**config.mk**
```make
export PLATFORM = sky130hd
export DESIGN_NAME = mem_ctrl_flat
export DESIGN_NICKNAME = d
export VERILOG_FILES = /design/src/rtl/mem_ctrl_pkg.sv /design/src/rtl/mem_ctrl_if.sv /design/src/rtl/mem_ctrl_byte_buf.sv /design/src/rtl/mem_ctrl.sv /design/src/flat_wrapper.sv
export SDC_FILE = /design/constraint.sdc
export NUM_CORES = 1
export LEC_CHECK = 0
export ABC_AREA = 1
export CORE_MARGIN = 5
export CORE_UTILIZATION = 45
export DETAILED_ROUTE_END_ITERATION = 10
export GPL_TIMING_DRIVEN = 0
export PLACE_DENSITY = 0.74
export SKIP_LAST_GASP = 1
export SYNTH_ARGS = -nofsm -noshare
export SYNTH_HDL_FRONTEND = slang
export SYNTH_HIERARCHICAL = 1
export SYNTH_SLANG_ARGS = --single-unit
```
**constraint.sdc**
```tcl
create_clock -name clk -period 3.2 [get_ports clk]
set_input_delay 0.96 -clock clk [delete_from_list [all_inputs] [get_ports clk]]
set_output_delay 0.96 -clock clk [all_outputs]
set_load 0.01 [all_outputs]
```
**src/rtl/mem_ctrl_pkg.sv**
```systemverilog
// Shared types and constants for the byte-serial memory controller.
// Holds FSM/owner encodings, access-length codes and the length-to-bytecount helper.
package mem_ctrl_pkg;

    localparam int ADDR_W = 32;

    localparam logic RESET_ENABLE  = 1'b1;
    localparam logic STALL_ENABLE  = 1'b1;
    localparam logic STALL_DISABLE = 1'b0;

    localparam logic [1:0] MEM_LEN_B = 2'd0;
    localparam logic [1:0] MEM_LEN_H = 2'd1;
    localparam logic [1:0] MEM_LEN_W = 2'd3;

    typedef enum logic [1:0] {
        ST_IDLE = 2'd0,
        ST_RD   = 2'd1,
        ST_WR   = 2'd2,
        ST_DONE = 2'd3
    } state_t;

    typedef enum logic {
        OWN_IF  = 1'b0,
        OWN_MEM = 1'b1
    } owner_t;

    // The illegal length code 2 is served as a full word.
    function automatic logic [2:0] len_to_n(input logic [1:0] len);
        logic [2:0] n;
        case (len)
            MEM_LEN_B: n = 3'd1;
            MEM_LEN_H: n = 3'd2;
            MEM_LEN_W: n = 3'd4;
            default:   n = 3'd4;
        endcase
        return n;
    endfunction

endpackage

```
**src/rtl/mem_ctrl_if.sv**
```systemverilog
// Pipeline-side and RAM-side signal bundle of the memory controller.
// slave = controller view, master = requester/RAM view.
interface mem_ctrl_if;
    import mem_ctrl_pkg::*;

    logic              if_req;
    logic [ADDR_W-1:0] if_addr;
    logic [31:0]       if_data;
    logic              if_done;
    logic              mem_req;
    logic              mem_we;
    logic [1:0]        mem_len;
    logic [ADDR_W-1:0] mem_addr;
    logic [31:0]       mem_wdata;
    logic [31:0]       mem_rdata;
    logic              mem_done;
    logic              stall_req_if;
    logic              stall_req_mem;
    logic [7:0]        ram_din;
    logic [7:0]        ram_dout;
    logic [ADDR_W-1:0] ram_a;
    logic              ram_wr;

    modport slave (
        input  if_req, if_addr, mem_req, mem_we, mem_len, mem_addr, mem_wdata, ram_din,
        output if_data, if_done, mem_rdata, mem_done, stall_req_if, stall_req_mem,
               ram_dout, ram_a, ram_wr
    );

    modport master (
        output if_req, if_addr, mem_req, mem_we, mem_len, mem_addr, mem_wdata, ram_din,
        input  if_data, if_done, mem_rdata, mem_done, stall_req_if, stall_req_mem,
               ram_dout, ram_a, ram_wr
    );

endinterface

```
**src/rtl/mem_ctrl_byte_buf.sv**
```systemverilog
// 4x8 byte buffer: assembles read bytes into a word and hands out store bytes by index.
// o_merged shows the word with the pending byte already inserted.
module mem_ctrl_byte_buf
    import mem_ctrl_pkg::*;
(
    input  logic        clk,
    input  logic        rst,
    input  logic        i_load,
    input  logic [31:0] i_init,
    input  logic        i_wr,
    input  logic [1:0]  i_idx,
    input  logic [7:0]  i_byte,
    output logic [31:0] o_merged,
    output logic [7:0]  o_byte
);

    logic [31:0] r_word;
    logic [31:0] w_merged;

    // Word with the incoming byte substituted at i_idx.
    always_comb begin
        w_merged = r_word;
        if (i_wr) begin
            w_merged[{i_idx, 3'b000} +: 8] = i_byte;
        end else begin
            w_merged = r_word;
        end
    end

    // Buffer storage: bulk load or single-byte update.
    always_ff @(posedge clk) begin
        if (rst == RESET_ENABLE) begin
            r_word <= 32'd0;
        end else if (i_load) begin
            r_word <= i_init;
        end else if (i_wr) begin
            r_word <= w_merged;
        end else begin
            r_word <= r_word;
        end
    end

    assign o_merged = w_merged;
    assign o_byte   = r_word[{i_idx, 3'b000} +: 8];

endmodule

```
**src/rtl/mem_ctrl.sv**
```systemverilog
// Memory controller: arbitrates fetch vs load/store (MEM first) and serializes each
// access into byte cycles on a single-port RAM with one cycle of read latency.
module mem_ctrl
    import mem_ctrl_pkg::*;
(
    input  logic      clk,
    input  logic      rst,
    mem_ctrl_if.slave bus
);

    state_t            r_state;
    owner_t            r_owner;
    logic [ADDR_W-1:0] r_addr;
    logic [2:0]        r_n;
    logic [2:0]        r_cnt;

    logic [2:0]        w_cnt_nxt;
    logic [ADDR_W-1:0] w_addr_nxt;
    logic              w_buf_load;
    logic [31:0]       w_buf_init;
    logic              w_buf_wr;
    logic [1:0]        w_buf_idx;
    logic [31:0]       w_buf_merged;
    logic [7:0]        w_buf_byte;

    // Next byte index/address and byte-buffer steering.
    always_comb begin
        w_cnt_nxt  = r_cnt + 3'd1;
        w_addr_nxt = r_addr + {{(ADDR_W-3){1'b0}}, w_cnt_nxt};
        w_buf_load = (r_state == ST_IDLE);
        w_buf_init = (bus.mem_req && bus.mem_we) ? bus.mem_wdata : 32'd0;
        w_buf_wr   = (r_state == ST_RD) && (r_cnt != 3'd0);
        if (r_state == ST_WR) begin
            w_buf_idx = r_cnt[1:0] + 2'd1;
        end else begin
            w_buf_idx = r_cnt[1:0] - 2'd1;
        end
    end

    mem_ctrl_byte_buf u_buf (
        .clk      (clk),
        .rst      (rst),
        .i_load   (w_buf_load),
        .i_init   (w_buf_init),
        .i_wr     (w_buf_wr),
        .i_idx    (w_buf_idx),
        .i_byte   (bus.ram_din),
        .o_merged (w_buf_merged),
        .o_byte   (w_buf_byte)
    );

    assign bus.stall_req_if  = (bus.if_req && !bus.if_done)   ? STALL_ENABLE : STALL_DISABLE;
    assign bus.stall_req_mem = (bus.mem_req && !bus.mem_done) ? STALL_ENABLE : STALL_DISABLE;

    // Controller FSM with all RAM and pipeline outputs registered.
    always_ff @(posedge clk) begin
        if (rst == RESET_ENABLE) begin
            r_state       <= ST_IDLE;
            r_owner       <= OWN_IF;
            r_addr        <= '0;
            r_n           <= 3'd0;
            r_cnt         <= 3'd0;
            bus.if_done   <= 1'b0;
            bus.mem_done  <= 1'b0;
            bus.if_data   <= 32'd0;
            bus.mem_rdata <= 32'd0;
            bus.ram_wr    <= 1'b0;
            bus.ram_a     <= '0;
            bus.ram_dout  <= 8'd0;
        end else begin
            case (r_state)
                ST_IDLE: begin
                    bus.if_done  <= 1'b0;
                    bus.mem_done <= 1'b0;
                    bus.ram_wr   <= 1'b0;
                    bus.ram_dout <= 8'd0;
                    r_cnt        <= 3'd0;
                    if (bus.mem_req) begin
                        r_owner   <= OWN_MEM;
                        r_addr    <= bus.mem_addr;
                        r_n       <= len_to_n(bus.mem_len);
                        bus.ram_a <= bus.mem_addr;
                        if (bus.mem_we) begin
                            r_state      <= ST_WR;
                            bus.ram_wr   <= 1'b1;
                            bus.ram_dout <= bus.mem_wdata[7:0];
                        end else begin
                            r_state <= ST_RD;
                        end
                    end else if (bus.if_req) begin
                        r_owner   <= OWN_IF;
                        r_addr    <= bus.if_addr;
                        r_n       <= 3'd4;
                        bus.ram_a <= bus.if_addr;
                        r_state   <= ST_RD;
                    end else begin
                        r_state <= ST_IDLE;
                    end
                end
                ST_RD: begin
                    // A withdrawn fetch (branch flush) is dropped without a done pulse.
                    if ((r_owner == OWN_IF) && !bus.if_req) begin
                        r_state <= ST_IDLE;
                    end else if (r_cnt == r_n) begin
                        r_state <= ST_DONE;
                        if (r_owner == OWN_IF) begin
                            bus.if_data <= w_buf_merged;
                            bus.if_done <= 1'b1;
                        end else begin
                            bus.mem_rdata <= w_buf_merged;
                            bus.mem_done  <= 1'b1;
                        end
                    end else begin
                        r_cnt <= w_cnt_nxt;
                        if (w_cnt_nxt < r_n) begin
                            bus.ram_a <= w_addr_nxt;
                        end else begin
                            bus.ram_a <= bus.ram_a;
                        end
                    end
                end
                ST_WR: begin
                    if (w_cnt_nxt < r_n) begin
                        r_cnt        <= w_cnt_nxt;
                        bus.ram_a    <= w_addr_nxt;
                        bus.ram_dout <= w_buf_byte;
                    end else begin
                        r_state      <= ST_DONE;
                        bus.ram_wr   <= 1'b0;
                        bus.ram_dout <= 8'd0;
                        bus.mem_done <= 1'b1;
                    end
                end
                ST_DONE: begin
                    r_state      <= ST_IDLE;
                    bus.if_done  <= 1'b0;
                    bus.mem_done <= 1'b0;
                end
                default: begin
                    r_state <= ST_IDLE;
                end
            endcase
        end
    end

endmodule

```
**src/flat_wrapper.sv**
```systemverilog
// flat-port wrapper written by rule: the top's interface ports become plain ports
module mem_ctrl_flat import mem_ctrl_pkg::*;
  (clk, rst, bus_if_req, bus_if_addr, bus_mem_req, bus_mem_we, bus_mem_len, bus_mem_addr, bus_mem_wdata, bus_ram_din, bus_if_data, bus_if_done, bus_mem_rdata, bus_mem_done, bus_stall_req_if, bus_stall_req_mem, bus_ram_dout, bus_ram_a, bus_ram_wr);
  mem_ctrl_if bus_i ();
  input  logic clk;
  input  logic rst;
  input wire logic [$bits(bus_i.if_req)-1:0] bus_if_req;
  input wire logic [$bits(bus_i.if_addr)-1:0] bus_if_addr;
  input wire logic [$bits(bus_i.mem_req)-1:0] bus_mem_req;
  input wire logic [$bits(bus_i.mem_we)-1:0] bus_mem_we;
  input wire logic [$bits(bus_i.mem_len)-1:0] bus_mem_len;
  input wire logic [$bits(bus_i.mem_addr)-1:0] bus_mem_addr;
  input wire logic [$bits(bus_i.mem_wdata)-1:0] bus_mem_wdata;
  input wire logic [$bits(bus_i.ram_din)-1:0] bus_ram_din;
  output wire logic [$bits(bus_i.if_data)-1:0] bus_if_data;
  output wire logic [$bits(bus_i.if_done)-1:0] bus_if_done;
  output wire logic [$bits(bus_i.mem_rdata)-1:0] bus_mem_rdata;
  output wire logic [$bits(bus_i.mem_done)-1:0] bus_mem_done;
  output wire logic [$bits(bus_i.stall_req_if)-1:0] bus_stall_req_if;
  output wire logic [$bits(bus_i.stall_req_mem)-1:0] bus_stall_req_mem;
  output wire logic [$bits(bus_i.ram_dout)-1:0] bus_ram_dout;
  output wire logic [$bits(bus_i.ram_a)-1:0] bus_ram_a;
  output wire logic [$bits(bus_i.ram_wr)-1:0] bus_ram_wr;
  assign bus_i.if_req = bus_if_req;
  assign bus_i.if_addr = bus_if_addr;
  assign bus_i.mem_req = bus_mem_req;
  assign bus_i.mem_we = bus_mem_we;
  assign bus_i.mem_len = bus_mem_len;
  assign bus_i.mem_addr = bus_mem_addr;
  assign bus_i.mem_wdata = bus_mem_wdata;
  assign bus_i.ram_din = bus_ram_din;
  assign bus_if_data = bus_i.if_data;
  assign bus_if_done = bus_i.if_done;
  assign bus_mem_rdata = bus_i.mem_rdata;
  assign bus_mem_done = bus_i.mem_done;
  assign bus_stall_req_if = bus_i.stall_req_if;
  assign bus_stall_req_mem = bus_i.stall_req_mem;
  assign bus_ram_dout = bus_i.ram_dout;
  assign bus_ram_a = bus_i.ram_a;
  assign bus_ram_wr = bus_i.ram_wr;
  mem_ctrl u_core (.clk(clk), .rst(rst), .bus(bus_i));
endmodule
```
==> results of run 1 <==
-- state kept, by name (all words and copies together), names as in the netlist --
register / flops
u_core/bus.if_data: 32
u_core/bus.mem_rdata: 32
u_core/bus.ram_a: 32
u_core/r_addr: 32
u_core/u_buf/r_word: 32
u_core/bus.ram_dout: 8
u_core/r_cnt: 3
u_core/r_n: 3
u_core/r_state: 2
u_core/bus.if_done: 1
u_core/bus.mem_done: 1
u_core/bus.ram_wr: 1
u_core/r_owner: 1
-- power by group through the flow --
stage          combinational [W]  sequential (W)  clock, W
3_3_place_gp             0.00535         0.00312         0
6_report                 0.00556         0.00310   0.00209
4_1_cts                  0.00545         0.00309   0.00212
5_1_grt                  0.00611         0.00315   0.00221
2_1_floorplan            0.00338         0.00314         0
3_5_place_dp             0.00541         0.00313         0
-- worst max-delay path, cell delays in order --
cell and delay, ps:
buf_4 210, inv_4 110, buf_4 220, nor2_1 100, clkdlybuf4s50_1 550
-- how the worst max path moves through the flow --
| stage | endpoint | start |
|---|---|---|
| floorplan | u_core/bus.if_data[4] | u_core/r_state[0] |
| global placement | u_core/bus.if_data[3] | u_core/r_state[0] |
| detailed placement | u_core/bus.mem_rdata[3] | u_core/r_state[0] |
| CTS | bus_stall_req_mem | bus_mem_req |
| global route | bus_stall_req_mem | bus_mem_req |
| finish | bus_stall_req_mem | bus_mem_req |
-- per-layer routing --
layer	vias to the layer above	global-route usage [%]	routed length, µm
li1	5201	-	-
met1	4956	39.9	15400
met2	533	48.1	16800
met3	59	5.33	3500
met4	0	8.50	930
met5	-	0	0
-- Yosys cell counts, drive strengths merged --
cell type,instances
dfxtp,180
xnor2,5
xor2,2
a211oi,17
nand3b,1
nor2,194
a311oi,1
o21ai,113
nand2,414
o22ai,10
fa,1
or2,3
mux2i,18
o211ai,1
nand4,4
nor3,5
nand3,93
buf,35
clkbuf,39
inv,149
ha,17
a21oi,168
clkinv,2
-- per-stage QoR --
step           worst slack [ps]  instances
2_1_floorplan               492       1472
3_3_place_gp               -456       1965
3_5_place_dp               -483       1965
4_1_cts                    44.1       1997
5_1_grt                    28.9       1997
6_report                   81.1       1997
-- cell families after synthesis --
kind of cell	synth area share, %
AOI/OAI and AO/OA	17.1
xor gates and xnor gates	0.641
adders and majority gates	2.43
buffers and inverters	9.63
DFF	37.7
muxes	1.88
and+or+nand+nor	30.6
-- timing repair --
action,in CTS,in global routing
endpoints found under the setup margin,97,24
gates resized for setup,4,7
setup buffers,1,0
-- final cells by class --
class,instances,share of cell area [%]
Buffer,73,2.80
Clock buffer,17,3.35
Clock inverter,15,1.26
Inverter,151,4.48
Multi-Input combinational cell,1067,39.8
Sequential cell,180,28.4
Tap cell,275,2.71
Timing Repair Buffer,219,17.2
==> reports/metrics.yaml, run 1 <==
status: "complete, no violations"
r2r-end: "u_core/bus.if_data[2]"
tns_ps: 0
dp_hpwl_um: 29000
fin_crit_sh_pct: 97.5
dr.pass1.iters: 6
wl_per_cell_um: 18.3
skew_ps: 9.92
relSlewSlack_pct: 49.9
grt_pass1_vias: 9977
insertion_delay_ps: 450
area_delta_synth_final_pct: 32.8
drc: 0
p_leak_nw: 5.18
globalplace.congestion: 0.982
ioPinCount: 220
r2r_cells: 14
post-route-min-period_ps: 3120
reg2reg_slack_ps: 220
synth.avg_cell_area_um2: 6.50
intPower_w: 0.00569
worstReg2RegStart: "u_core/r_state[0]"
power_w: 0.0107
diodes: 0
yosysSeqAreaShare_pct: 37.7
cap_violations: 0
min_path_type: "flip-flop to flip-flop"
syn-num-nets: 1601
power_frac_clock_pct: 19.4
synth.top_cell.area_share_pct: 37.7
yosys.area.top_type: "dfxtp_1"
min_to: "u_core/bus.mem_rdata[25]"
switchingPower_w: 0.00505
routed_via_density: 5.38
tritoncts: "done"
clock.fmax_mhz: 321
cts_sinks: 180
grt_setup_unrepaired: "false"
die_w_um: 156
cts-hold-fix-buffers: 0
worstSetupPathType: "input port to output pin"
synthDistinctLibCells: 37
final_cell_mix: "nand2_1, clkdlybuf4s50_1, nor2_1, dfxtp_1, a21oi_1"
hold_path_depth: 2
synthCells: 1472
fill_cells: 2021
antenna_found_initial: 0
register_area_um2: 3600
grt_pass1_wl_um: 55400
cp.arrival_ps: 2160
core_um2: 21000
cts_buffers: 17
overflow: 0
nets: 1838
fin_hold_ws_ps: 452
drive_gt1_share_pct: 5.92
multiInputGateArea_um2: 5060
worstPathMaxFanout: 10
layout_commonest_cell: "nand2_1"
dieArea_um2: 24300
endpoint_kind: "output pin"
syn_area_um2: 9560
vias: 10700
clock-root-buffer: "clkbuf_16"
grtUsageTotal_pct: 29.4
p_comb_share_pct: 51.7
p_per_area_nw_per_um2: 846
die_y_um: 156
hold_viol: 0
ys_warn_count: 6
wl_um: 36600
placed_area_um2: 12100
path_clk_slew_ps: 80
crit_required_ps: 2240
seqPwrFrac_pct: 28.8
vdd_ir_drop_max_v: 0.000427
tightest_slew_ps: 751
fin_area_um2: 12700
grt_max_degree: 21
cts.path.max_buffers: 2
finish.utilization_pct: 60.6
dr.first_iter.drc_count: 1016
sw_frac_of_total_pct: 47.0
rows: 53
htreeDepth: 4
drv_slew: 0
finalSetupViolations: 0
synth_area_leaders: "dfxtp_1, nand2_1, a21oi_1, nor2_1, inv_1"
min-delay-start: "u_core/bus.mem_rdata[25]"
io_buffers: 218
final_antenna_net_count: 0
ys_ff_latch: 180
worst_setup_path_start_kind: "input port"
initial_core_util_pct: 45.6
No activity file was read; power rests on OpenSTA's default activity.
==> run 2, diff against run 1 <==
- GPL_TIMING_DRIVEN: 0 -> unset
==> reports/metrics.yaml, run 2 (synthesis gave the netlist of run 1 again) <==
ctsResizeCount: 0  # -4
power_frac_clock_pct: 20.6  # +1.2 points
endpoint_kind: "output pin"
vias: 10200  # -4.8%
antenna_found_initial: 0  # unchanged
grt_max_degree: 108  # +410%
tns_ps: 0  # unchanged
dp_hpwl_um: 24000  # -17%
status: "complete, no violations"
worstPathMaxFanout: 2  # -8
core_um2: 21000  # unchanged
drv_slew: 0  # unchanged
cap_violations: 0  # unchanged
clock-root-buffer: "clkbuf_16"
hold_viol: 0  # unchanged
die_y_um: 156  # unchanged
finalSetupViolations: 0  # unchanged
globalplace.congestion: 0.953  # -2.9%
insertion_delay_ps: 450  # about the same
multiInputGateArea_um2: 5040  # -0.35%
htreeDepth: 4  # unchanged
cp.arrival_ps: 2100  # -60 ps
cp_slowest_cell: "clkdlybuf4s50_1"
cts-hold-fix-buffers: 0  # unchanged
final_cell_mix: "nand2_1, clkdlybuf4s50_1, nor2_1, dfxtp_1, a21oi_1"
layout_commonest_cell: "nand2_1"
tightest_slew_ps: 1100  # +349 ps
register_area_um2: 3600  # unchanged
setup_slack_ps: 137  # +55.9 ps
slowest_delay_ps: 540  # about the same
final_antenna_net_count: 0  # unchanged
path_clk_slew_ps: 70  # about the same
vdd_ir_drop_max_v: 0.000470  # +10%
fin_crit_sh_pct: 95.7  # -1.7 points
cts_sinks: 180  # unchanged
area_delta_synth_final_pct: 31.0
dieArea_um2: 24300  # unchanged
crit_required_ps: 2240  # about the same
p_comb_share_pct: 49.3  # -2.4 points
drc: 0  # unchanged
rows: 53  # unchanged
nets: 1787  # -2.8%
crit_family: "buffers and inverters"
relSlewSlack_pct: 26.6  # -23 points
initial_core_util_pct: 45.6  # unchanged
cts.path.max_buffers: 2  # unchanged
min_path_type: "flip-flop to flip-flop"
dr.first_iter.drc_count: 974  # -4.1%
io_buffers: 219  # +0.46%
postCtsSetupBuffers: 0  # -1
ioPinCount: 220  # unchanged
grt_setup_unrepaired: "false"
grt_pass1_wl_um: 50000  # -9.7%
p_per_area_nw_per_um2: 819  # -3.1%
switchingPower_w: 0.00471  # -6.8%
path_cells: "clkdlybuf4s50_1 -> inv_1 -> nor2_1 -> clkdlybuf4s50_1"
tritoncts: "done"
intPower_w: 0.00556  # -2.4%
post-route-min-period_ps: 3060  # -55.9 ps
clock.fmax_mhz: 326  # +1.8%
p_leak_nw: 5.11  # -1.4%
drive_gt1_share_pct: 5.15  # -0.78 points
overflow: 0  # unchanged
cts_buffers: 17  # unchanged
skew_ps: 17.3  # +7.43 ps
fin_hold_ws_ps: 448  # -3.85 ps
worstSetupPathType: "input port to output pin"
fill_cells: 2065  # +2.2%
cp_num_buf_inv: 3  # -1
seqPwrFrac_pct: 30.1  # +1.3 points
routed_via_density: 5.26  # -2.3%
wl_per_cell_um: 16.7  # -8.8%
dp_worst_setup_slack_ps: 138  # +622 ps
diodes: 0  # unchanged
worst_setup_path_start_kind: "input port"
sw_frac_of_total_pct: 45.9  # -1.1 points
wl_um: 32500  # -11%
grtUsageTotal_pct: 26.0  # -3.4 points
path_common_cell: "clkdlybuf4s50_1"
die_w_um: 156  # unchanged
dr.pass1.iters: 5  # -1
grt_pass1_vias: 9092  # -8.9%
-- run 2: changes by cell type in the layout (fill, tap and decap cells not counted), sizes merged --
cell,delta
clkbuf,-38
buf,-12
clkinv,+7
inv,-5
clkinvlp,-2
dlygate4sd2,-1
-- run 2: area by class of cell --
| cell class | count | share of cell area (%) |
|---|---|---|
| tap | 275 | 2.75 |
| timing repair buffer | 241 | 18.9 |
| clock inverter | 15 | 1.47 |
| inverter | 151 | 4.53 |
| sequential | 180 | 28.8 |
| multi-input combinational | 1067 | 40.2 |
| clock buffer | 17 | 3.40 |
-- run 2: worst paths after layout --
check | start | endpoint | slack, ps | depth (start not counted)
setup / recovery | bus_if_req | bus_stall_req_if | 140 | 4
hold / removal | u_core/bus.mem_rdata[4] | u_core/bus.mem_rdata[4] | 450 | 2
setup reg to reg | u_core/r_state[0] | u_core/bus.mem_rdata[3] | 310 | 13
hold reg to reg | u_core/bus.mem_rdata[4] | u_core/bus.mem_rdata[4] | 450 | 2
-- run 2: through the flow --
stage                     cell area (µm²)  total power, W  util [%]  std cells
final                               12500          0.0103      59.8       1946
after detailed placement            11900         0.00813      56.9       1914
after global placement              11900         0.00807      56.9       1914
after floorplan                      9560         0.00651         -       1472
after CTS                           12500          0.0103      59.8       1946
after global routing                12500          0.0110      59.8       1946
-- run 2: routing by layer --
layer / wire length (µm) / global-route usage (%)
met5: 0 / 0
met4: 820 / 8.21
met3: 2620 / 4.49
met2: 14600 / 40.1
met1: 14500 / 37.3
-- run 2: power by group through the flow --
stage	clock (W)	combinational (W)	sequential (W)
after global routing	0.00223	0.00560	0.00315
final	0.00211	0.00506	0.00309
after global placement	0	0.00495	0.00312
after floorplan	0	0.00338	0.00314
after CTS	0.00214	0.00503	0.00308
after detailed placement	0	0.00501	0.00313
-- run 2: worst min-delay path, stage by stage, from the launching register on --
cell	delay, ps
dfxtp_1	310
inv_1	50
a21oi_1	50
==> run 3, diff against run 2 <==
- clock period: 3.2 -> 2.85 ns (I/O delays scaled with it)
==> reports/metrics.yaml, run 3 (synthesis gave the netlist of run 1 again) <==
finalSetupViolations: 0  # unchanged
drv_slew: 0  # unchanged
tightest_slew_ps: 1080  # -17.5 ps
worstSetupPathType: "flip-flop to flip-flop"
dr.first_iter.drc_count: 826  # -15%
tns_ps: 0  # unchanged
status: "complete, no violations"
wl_per_cell_um: 16.7  # -0.21%
relSlewSlack_pct: 27.7  # +1.2 points
postCtsSetupBuffers: 0  # unchanged
die_y_um: 156  # unchanged
cp_slowest_cell: "dfxtp_1"
vias: 10200  # +0.19%
cp_num_buf_inv: 3  # unchanged
vdd_ir_drop_max_v: 0.000652  # +39%
layout_commonest_cell: "nand2_1"
worst_setup_path_start_kind: "flip-flop"
clock-root-buffer: "clkbuf_16"
cts.path.max_buffers: 2  # unchanged
overflow: 0  # unchanged
ioPinCount: 220  # unchanged
dp_hpwl_um: 24400  # +1.5%
io_buffers: 219  # unchanged
min_path_type: "flip-flop to flip-flop"
wl_um: 32600  # +0.30%
routed_via_density: 5.24  # -0.33%
grt_pass1_vias: 9301  # +2.3%
final_cell_mix: "nand2_1, clkdlybuf4s50_1, nor2_1, dfxtp_1, a21oi_1"
fin_crit_sh_pct: 93.5
p_leak_nw: 5.17  # +1.2%
cts_buffers: 17  # unchanged
drc: 0  # unchanged
path_clk_slew_ps: 70  # about the same
grtUsageTotal_pct: 26.1  # +0.040 points
skew_ps: 15.9  # -1.40 ps
area_delta_synth_final_pct: 32.0
grt_setup_unrepaired: "false"
post-route-min-period_ps: 2670
power_w: 0.0117  # +14%
grt_max_degree: 74  # -31%
dieArea_um2: 24300  # unchanged
drive_gt1_share_pct: 5.71  # +0.56 points
worstPathMaxFanout: 8  # +6
insertion_delay_ps: 440  # about the same
endpoint_kind: "flip-flop"
ctsResizeCount: 1  # +1
cts_sinks: 180  # unchanged
cts-hold-fix-buffers: 0  # unchanged
p_per_area_nw_per_um2: 930  # +14%
final_antenna_net_count: 0  # unchanged
core_um2: 21000  # unchanged
globalplace.congestion: 0.963  # +0.97%
clock.fmax_mhz: 375
htreeDepth: 4  # unchanged
grt_pass1_wl_um: 50700  # +1.4%
cap_violations: 0  # unchanged
hold_viol: 0  # unchanged
dr.pass1.iters: 5  # unchanged
path_cells: "inv_1 -> ha_1 -> xnor2_1 -> xor2_1 -> inv_1 -> ha_1 -> inv_1 -> nand2_1 -> nor2_1 -> nand2_1 -> nand2_1 -> nand3_1 -> a21oi_1"
nets: 1797  # +0.56%
fin_hold_ws_ps: 446  # -1.61 ps
slowest_delay_ps: 370  # -170 ps
die_w_um: 156  # unchanged
tritoncts: "done"
antenna_found_initial: 0  # unchanged
diodes: 0  # unchanged
crit_required_ps: 3210  # +970 ps
rows: 53  # unchanged
initial_core_util_pct: 45.6  # unchanged
crit_family: "simple AND/OR/NAND/NOR gates"
cp.arrival_ps: 3030  # +930 ps
-- run 3: metrics by stage --
step	setup slack, ps	area, µm²	std cells	utilization [%]
4_1_cts	208	12600	1956	60.3
3_3_place_gp	-11.7	12000	1924	57.5
5_1_grt	1.24	12600	1956	60.3
3_5_place_dp	-14.5	12000	1924	57.5
2_1_floorplan	142	9560	1472	-
6_report	185	12600	1956	60.3
-- run 3: worst paths after layout --
check                               start                 endpoint  slack [ps]  depth (start not counted)
setup reg to reg        u_core/r_state[0]    u_core/bus.if_data[1]         180                         13
setup / recovery        u_core/r_state[0]    u_core/bus.if_data[1]         180                         13
hold reg to reg   u_core/bus.mem_rdata[4]  u_core/bus.mem_rdata[4]         450                          2
hold / removal    u_core/bus.mem_rdata[4]  u_core/bus.mem_rdata[4]         450                          2
-- run 3: per-layer routing --
| metal | global-route usage [%] | part of all wire [%] | vias up |
|---|---|---|---|
| li1 | - | - | 5114 |
| met1 | 37.6 | 45 | 4704 |
| met2 | 41.2 | 45 | 395 |
| met3 | 4.11 | 7.6 | 36 |
| met4 | 6.17 | 1.8 | 0 |
| met5 | 0 | 0 | - |
-- run 3: final cells by class --
class / instances / area (µm²)
flip-flops and latches: 180 / 3600
well taps: 275 / 344
clock buffers: 17 / 425
fillers: 1998 / 8330
inverters: 151 / 567
repair buffers: 251 / 2490
clock inverters: 15 / 161
multi-input cells: 1067 / 5040
-- run 3: report_power, final --
part	switching, W	internal (W)
Sequential	0.000417	0.00305
Combinational	0.00376	0.00218
Clock	0.00116	0.00118
-- run 3: worst min-delay path, stage by stage, from the launching register on --
cell and delay, ps:
dfxtp_1 310, inv_1 50, a21oi_1 50
